--- src/rtl/pwm_pkg.sv ---
// Shared types and default widths for the PWM controller.
// PWM_DT_W only matters when the build defines PWM_DEADTIME_EN.
package pwm_pkg;
    localparam int PWM_CNT_W = 13;
    localparam int PWM_DT_W  = 4;

    typedef enum logic [1:0] {
        IDLE = 2'd0,
        RUN  = 2'd1,
        STOP = 2'd2
    } pwm_state_t;
endpackage

--- src/rtl/pwm_if.sv ---
// Client-facing bundle of the PWM controller: run/load controls, duty and
// period words, and the status outputs. PWM_DEADTIME_EN adds dt and pwm_out_n.
interface pwm_if #(
    parameter int CNT_W = pwm_pkg::PWM_CNT_W
`ifdef PWM_DEADTIME_EN
    ,
    parameter int DT_W = pwm_pkg::PWM_DT_W
`endif
);
    logic             en;
    logic             load;
    logic [CNT_W-1:0] duty_d;
    logic [CNT_W-1:0] period_d;
    logic             pwm_out;
    logic             wrap;
    logic [CNT_W-1:0] cnt;
    logic             running;
`ifdef PWM_DEADTIME_EN
    logic [DT_W-1:0]  dt;
    logic             pwm_out_n;

    modport master (output en, load, duty_d, period_d, dt,
                    input  pwm_out, pwm_out_n, wrap, cnt, running);
    modport slave  (input  en, load, duty_d, period_d, dt,
                    output pwm_out, pwm_out_n, wrap, cnt, running);
`else
    modport master (output en, load, duty_d, period_d,
                    input  pwm_out, wrap, cnt, running);
    modport slave  (input  en, load, duty_d, period_d,
                    output pwm_out, wrap, cnt, running);
`endif
endinterface

--- src/rtl/pwm_deadtime.sv ---
// Dead-time insertion between the raw PWM and a complementary output pair.
// Only compiled when PWM_DEADTIME_EN is defined.
`ifdef PWM_DEADTIME_EN
module pwm_deadtime #(
    parameter int DT_W = 4
) (
    input  logic            ck,
    input  logic            rst_n,
    input  logic            active,
    input  logic            raw,
    input  logic [DT_W-1:0] dt,
    output logic            pwm_out,
    output logic            pwm_out_n
);
    logic            raw_q;
    logic [DT_W-1:0] run_len;
    logic [DT_W-1:0] held;

    function automatic logic [DT_W-1:0] sat_inc(input logic [DT_W-1:0] v);
        return (&v) ? v : v + DT_W'(1);
    endfunction

    // Cycles the raw level has already been held before the current one.
    assign held = (raw == raw_q) ? run_len : '0;

    always_ff @(posedge ck or negedge rst_n) begin
        if (!rst_n) begin
            raw_q     <= 1'b0;
            run_len   <= '0;
            pwm_out   <= 1'b0;
            pwm_out_n <= 1'b0;
        end else begin
            raw_q     <= raw;
            run_len   <= sat_inc(held);
            pwm_out   <= active &&  raw && (held >= dt);
            pwm_out_n <= active && !raw && (held >= dt);
        end
    end
endmodule
`endif

--- src/rtl/pwm_core.sv ---
// Double-buffered counter PWM with per-period wrap strobe.
// Defining PWM_DEADTIME_EN routes the raw PWM through pwm_deadtime.
module pwm_core
    import pwm_pkg::*;
#(
    parameter int CNT_W = PWM_CNT_W
`ifdef PWM_DEADTIME_EN
    ,
    parameter int DT_W = PWM_DT_W
`endif
) (
    input logic  ck,
    input logic  rst_n,
    pwm_if.slave bus
);
    pwm_state_t       state;
    logic [CNT_W-1:0] cnt_q;
    logic [CNT_W-1:0] duty_sh, period_sh;
    logic [CNT_W-1:0] duty_a, period_a;
    logic [CNT_W-1:0] duty_nx, period_nx;
    logic             running_q;
    logic             pwm_raw;
    logic             wrap_c;
    logic             upd;

    assign wrap_c = running_q && (cnt_q == period_a);
    assign upd    = ((state == IDLE) && bus.en) || wrap_c;

    // A load on the update edge goes straight into the active pair.
    assign duty_nx   = bus.load ? bus.duty_d   : duty_sh;
    assign period_nx = bus.load ? bus.period_d : period_sh;

    always_ff @(posedge ck or negedge rst_n) begin
        if (!rst_n) begin
            state     <= IDLE;
            cnt_q     <= '0;
            duty_sh   <= '0;
            period_sh <= '0;
            duty_a    <= '0;
            period_a  <= '0;
            running_q <= 1'b0;
            pwm_raw   <= 1'b0;
        end else begin
            if (bus.load) begin
                duty_sh   <= bus.duty_d;
                period_sh <= bus.period_d;
            end
            if (upd) begin
                duty_a   <= duty_nx;
                period_a <= period_nx;
            end
            pwm_raw <= running_q && (cnt_q < duty_a);
            case (state)
                IDLE: begin
                    cnt_q <= '0;
                    if (bus.en) begin
                        state     <= RUN;
                        running_q <= 1'b1;
                    end
                end
                RUN: begin
                    cnt_q <= wrap_c ? '0 : cnt_q + CNT_W'(1);
                    if (!bus.en) state <= STOP;
                end
                STOP: begin
                    cnt_q <= wrap_c ? '0 : cnt_q + CNT_W'(1);
                    if (bus.en) begin
                        state <= RUN;
                    end else if (wrap_c) begin
                        state     <= IDLE;
                        running_q <= 1'b0;
                    end
                end
                default: begin
                    state     <= IDLE;
                    cnt_q     <= '0;
                    running_q <= 1'b0;
                end
            endcase
        end
    end

    assign bus.wrap    = wrap_c;
    assign bus.cnt     = cnt_q;
    assign bus.running = running_q;

`ifdef PWM_DEADTIME_EN
    pwm_deadtime #(.DT_W(DT_W)) u_deadtime (
        .ck        (ck),
        .rst_n     (rst_n),
        .active    (running_q),
        .raw       (pwm_raw),
        .dt        (bus.dt),
        .pwm_out   (bus.pwm_out),
        .pwm_out_n (bus.pwm_out_n)
    );
`else
    assign bus.pwm_out = pwm_raw;
`endif
endmodule

--- src/flat_wrapper.sv ---
// flat-port wrapper written by rule: the top's interface ports become plain ports
module pwm_core_flat import pwm_pkg::*;
#(
    parameter int CNT_W = PWM_CNT_W

)
  (ck, rst_n, bus_en, bus_load, bus_duty_d, bus_period_d, bus_pwm_out, bus_wrap, bus_cnt, bus_running);
  pwm_if #(.CNT_W(CNT_W)) bus_i ();
  input logic ck;
  input logic rst_n;
  input wire logic [$bits(bus_i.en)-1:0] bus_en;
  input wire logic [$bits(bus_i.load)-1:0] bus_load;
  input wire logic [$bits(bus_i.duty_d)-1:0] bus_duty_d;
  input wire logic [$bits(bus_i.period_d)-1:0] bus_period_d;
  output wire logic [$bits(bus_i.pwm_out)-1:0] bus_pwm_out;
  output wire logic [$bits(bus_i.wrap)-1:0] bus_wrap;
  output wire logic [$bits(bus_i.cnt)-1:0] bus_cnt;
  output wire logic [$bits(bus_i.running)-1:0] bus_running;
  assign bus_i.en = bus_en;
  assign bus_i.load = bus_load;
  assign bus_i.duty_d = bus_duty_d;
  assign bus_i.period_d = bus_period_d;
  assign bus_pwm_out = bus_i.pwm_out;
  assign bus_wrap = bus_i.wrap;
  assign bus_cnt = bus_i.cnt;
  assign bus_running = bus_i.running;
  pwm_core #(.CNT_W(CNT_W)) u_core (.ck(ck), .rst_n(rst_n), .bus(bus_i));
endmodule
--- config.mk ---
export PLATFORM = sky130hd
export DESIGN_NAME = pwm_core_flat
export DESIGN_NICKNAME = d
export VERILOG_FILES = /design/src/rtl/pwm_pkg.sv /design/src/rtl/pwm_if.sv /design/src/rtl/pwm_deadtime.sv /design/src/rtl/pwm_core.sv /design/src/flat_wrapper.sv
export SDC_FILE = /design/constraint.sdc
export NUM_CORES = 1
export LEC_CHECK = 0
export ABC_CLOCK_PERIOD_IN_PS = 1900
export CORE_MARGIN = 10
export CORE_UTILIZATION = 35
export CTS_BUF_LIST = sky130_fd_sc_hd__clkbuf_8
export CTS_CLUSTER_SIZE = 10
export DETAILED_ROUTE_END_ITERATION = 16
export SLEW_MARGIN = 20
export SYNTH_ARGS = -nofsm -noshare
export SYNTH_HDL_FRONTEND = slang
export SYNTH_SLANG_ARGS = --single-unit
--- constraint.sdc ---
create_clock -name ck -period 1.9 [get_ports ck]
set_clock_uncertainty 0.1 [all_clocks]
set_input_delay 0.285 -clock ck [delete_from_list [all_inputs] [get_ports ck]]
set_output_delay 0.285 -clock ck [all_outputs]
set_load 0.02 [all_outputs]
==> impl_metrics.json <==
{
  "hpwlAfterDp_mm": 5.29,
  "die_w_um": 118,
  "hold_path.class": "primary input to asynchronous set/reset pin",
  "dr_total_vias": 2216,
  "grt_pass1_vias": 2373,
  "finalCritPeriodShare_pct": 107,
  "drive_gt1_share_pct": 36.9,
  "synthesis.instances": 260,
  "die-area_mm2": 0.0139,
  "drtIter0Drc": 86,
  "n_fill_cell": 847,
  "setup_viol": 29,
  "rows": 35,
  "ys_seq_elements": 69,
  "wirelength_mm": 7.36,
  "cts_made_buffers": 9,
  "synth_nets": 308,
  "grt.overflow.total": 0,
  "clockBufferDepth": 2,
  "cts_tree": "built",
  "grt_antenna_before_repair": 0,
  "synthArstFlopShare_pct": 100,
  "drv_cap": 0,
  "hold_violations": 0,
  "arrival_ns": 2.17,
  "yosys-top-cells-area": "dfrtp_1 51%, mux2_2 11%, mux2_4 8.9%",
  "status": "complete, but fails checks",
  "path_max_fanout": 7,
  "clkTransAtPathRegs_ns": 0.07,
  "rsz0062_at_grt": "yes",
  "relSlewSlack_pct": 72.9,
  "ys_seq_area_share_pct": 51.3,
  "netlist_top_cells_count": "69 x dfrtp_1, 32 x mux2_2, 21 x inv_1",
  "antenna_left": 0,
  "drc": 0,
  "yosys.area.top_type_share_pct": 51.3,
  "cts_root_buffer": "clkbuf_8",
  "coreArea_mm2": 0.00928,
  "grt_usage_pct": 11.1,
  "cts.sinks": 69,
  "violations": "setup timing",
  "synth.cell_area_mm2": 0.00336,
  "period_needed_ns": 2.04,
  "port_buffers": 45,
  "syn_area_per_cell_um2": 12.9,
  "final_cells": 479,
  "vias_per_cell": 4.63,
  "grt_max_degree": 42,
  "worstPathRequired_ns": 2.03,
  "ys_types": 35,
  "synth-main-ff-cell": "dfrtp_1",
  "drt_first_pass_iters": 5,
  "slew_violations": 0,
  "pin_count": 46,
  "dp_cells": 460,
  "gp_congestion": 0.781,
  "grt_pass1_wl_mm": 12.4,
  "max_freq_ghz": 0.491,
  "yosys_warnings": 0,
  "powerDensity_mw_per_mm2": 1280,
  "path_class": "register to register",
  "yosysTopAreaCell": "dfrtp_1",
  "post-place-ws_ns": -0.280,
  "clk_latency_ns": 0.34,
  "start_util_pct": 36.2,
  "whs_ns": 0.306,
  "fin_ws_ns": -0.137,
  "antenna_cells": 0,
  "cellLeakagePower_uw": 0.00216,
  "synth.most_common_cell": "dfrtp_1",
  "area_growth_pct": 36.1,
  "final_core_util_pct": 49.3,
  "start_kind": "register",
  "fin_nets": 393,
  "vdd_drop_max_v": 0.000395,
  "dieHeight_um": 118,
  "synth_edf_count": 0,
  "cts.htree.levels": 3,
  "end_kind": "register",
  "worstMarginPinSlew_ns": 0.406,
  "routedWlPerCell_um": 15.4
}
## layout by cell type (no fill, tap or decap), types with 6 or more instances in the layout
| cell type | netlist | layout |
|---|---|---|
| dfrtp_1 | 69 | 60 |
| clkdlybuf4s50_1 | 0 | 34 |
| mux2_2 | 32 | 32 |
| buf_4 | 0 | 29 |
| inv_1 | 21 | 21 |
| mux2_4 | 20 | 21 |
| nor2_1 | 20 | 20 |
| ha_1 | 18 | 16 |
| xnor2_1 | 13 | 13 |
| clkbuf_8 | 0 | 10 |
| nand2_1 | 9 | 9 |
| dfrtp_2 | 0 | 9 |
| nand3_1 | 8 | 8 |
| dlymetal6s2s_1 | 0 | 8 |
| a21oi_1 | 7 | 6 |
## through the flow
step | TNS [ns] | instance area [µm²] | power (µW)
floorplan | -2.26 | 3380 | 3550
global placement | -4.95 | 4210 | 4260
detailed placement | -6.71 | 4210 | 4300
CTS | -3.28 | 4510 | 5840
global route | -5.51 | 4580 | 6240
finish | -1.83 | 4580 | 5860
## flip-flops by register name, summed over array words and instances, names as in the netlist
signal and flops:
u_core.bus.cnt 13, u_core.duty_a 13, u_core.duty_sh 13, u_core.period_a 13, u_core.period_sh 13, u_core.state 2
u_core.bus.pwm_out 1, u_core.bus.running 1
## kinds of logic (layout without fill, tap and decap cells)
kind of cell | count (synthesis) | after routing | synth area share [%]
AO/OA/AOI/OAI | 21 | 21 | 4.46
AND/OR/NAND/NOR | 53 | 54 | 8.66
flip-flops | 69 | 69 | 51.3
multiplexers | 54 | 54 | 20.3
buffers and inverters | 28 | 117 | 4.13
adder cells (fa/ha/maj) | 18 | 18 | 6.69
XOR/XNOR | 17 | 17 | 4.43
## critical path: stages, from the launching register on
cell	delay, ns
dfrtp_1	0.39
xnor2_1	0.17
nand4_1	0.19
nor4_4	0.22
nand3_4	0.12
buf_6	0.17
o31ai_4	0.23
mux2_1	0.34
## report_power, final
group / leakage, µW / internal [µW] / total [µW] / switching (µW)
clock: 0.000129 / 896 / 1440 / 540
combinational: 0.00121 / 1280 / 2280 / 1000
sequential: 0.000825 / 1880 / 2140 / 261
total: 0.00216 / 4050 / 5860 / 1800
## metal layers
layer | vias to the layer above | global-route usage, % | part of all wire [%]
li1 | 1065 | - | -
met1 | 1095 | 14.0 | 48
met2 | 50 | 17.4 | 47
met3 | 6 | 4.27 | 4.4
met4 | 0 | 2.78 | 1.1
met5 | - | 0 | 0
## area by class of cell
class / instances / area [µm²] / area share (%)
multi-input combinational: 164 / 1590 / 34.8
clock inverter: 6 / 103 / 2.24
tap: 129 / 161 / 3.52
inverter: 22 / 82.6 / 1.80
timing repair buffer: 79 / 764 / 16.7
sequential: 69 / 1740 / 37.9
clock buffer: 10 / 138 / 3.00
## worst paths after layout
check,start,to,slack (ns),cells past startpoint
setup reg to reg,u_core.period_a[0]$_DFFE_PN0P_,u_core.state[1]$_DFFE_PN0P_,-0.14,7
hold reg to reg,u_core.duty_sh[4]$_DFF_PN0_,u_core.duty_sh[4]$_DFF_PN0_,0.40,1
max in group asynchronous,rst_n,u_core.bus.cnt[1]$_DFF_PN0_,0.83,3
hold / removal,rst_n,u_core.duty_sh[4]$_DFF_PN0_,0.31,2
min in group ck,u_core.duty_sh[4]$_DFF_PN0_,u_core.duty_sh[4]$_DFF_PN0_,0.40,1
setup / recovery,u_core.period_a[0]$_DFFE_PN0P_,u_core.state[1]$_DFFE_PN0P_,-0.14,7
## what timing repair did
| action | in CTS | in global routing |
|---|---|---|
| buffers inserted | 1 | 0 |
| resized for setup | 16 | 16 |
| cloned | 1 | 0 |
| setup endpoints to repair | 31 | 50 |
| endpoints found under the hold margin | 15 | 0 |
| hold buffers | 1 | 0 |
| pin swaps | 5 | 5 |
Power figures use the tool's default switching activity.
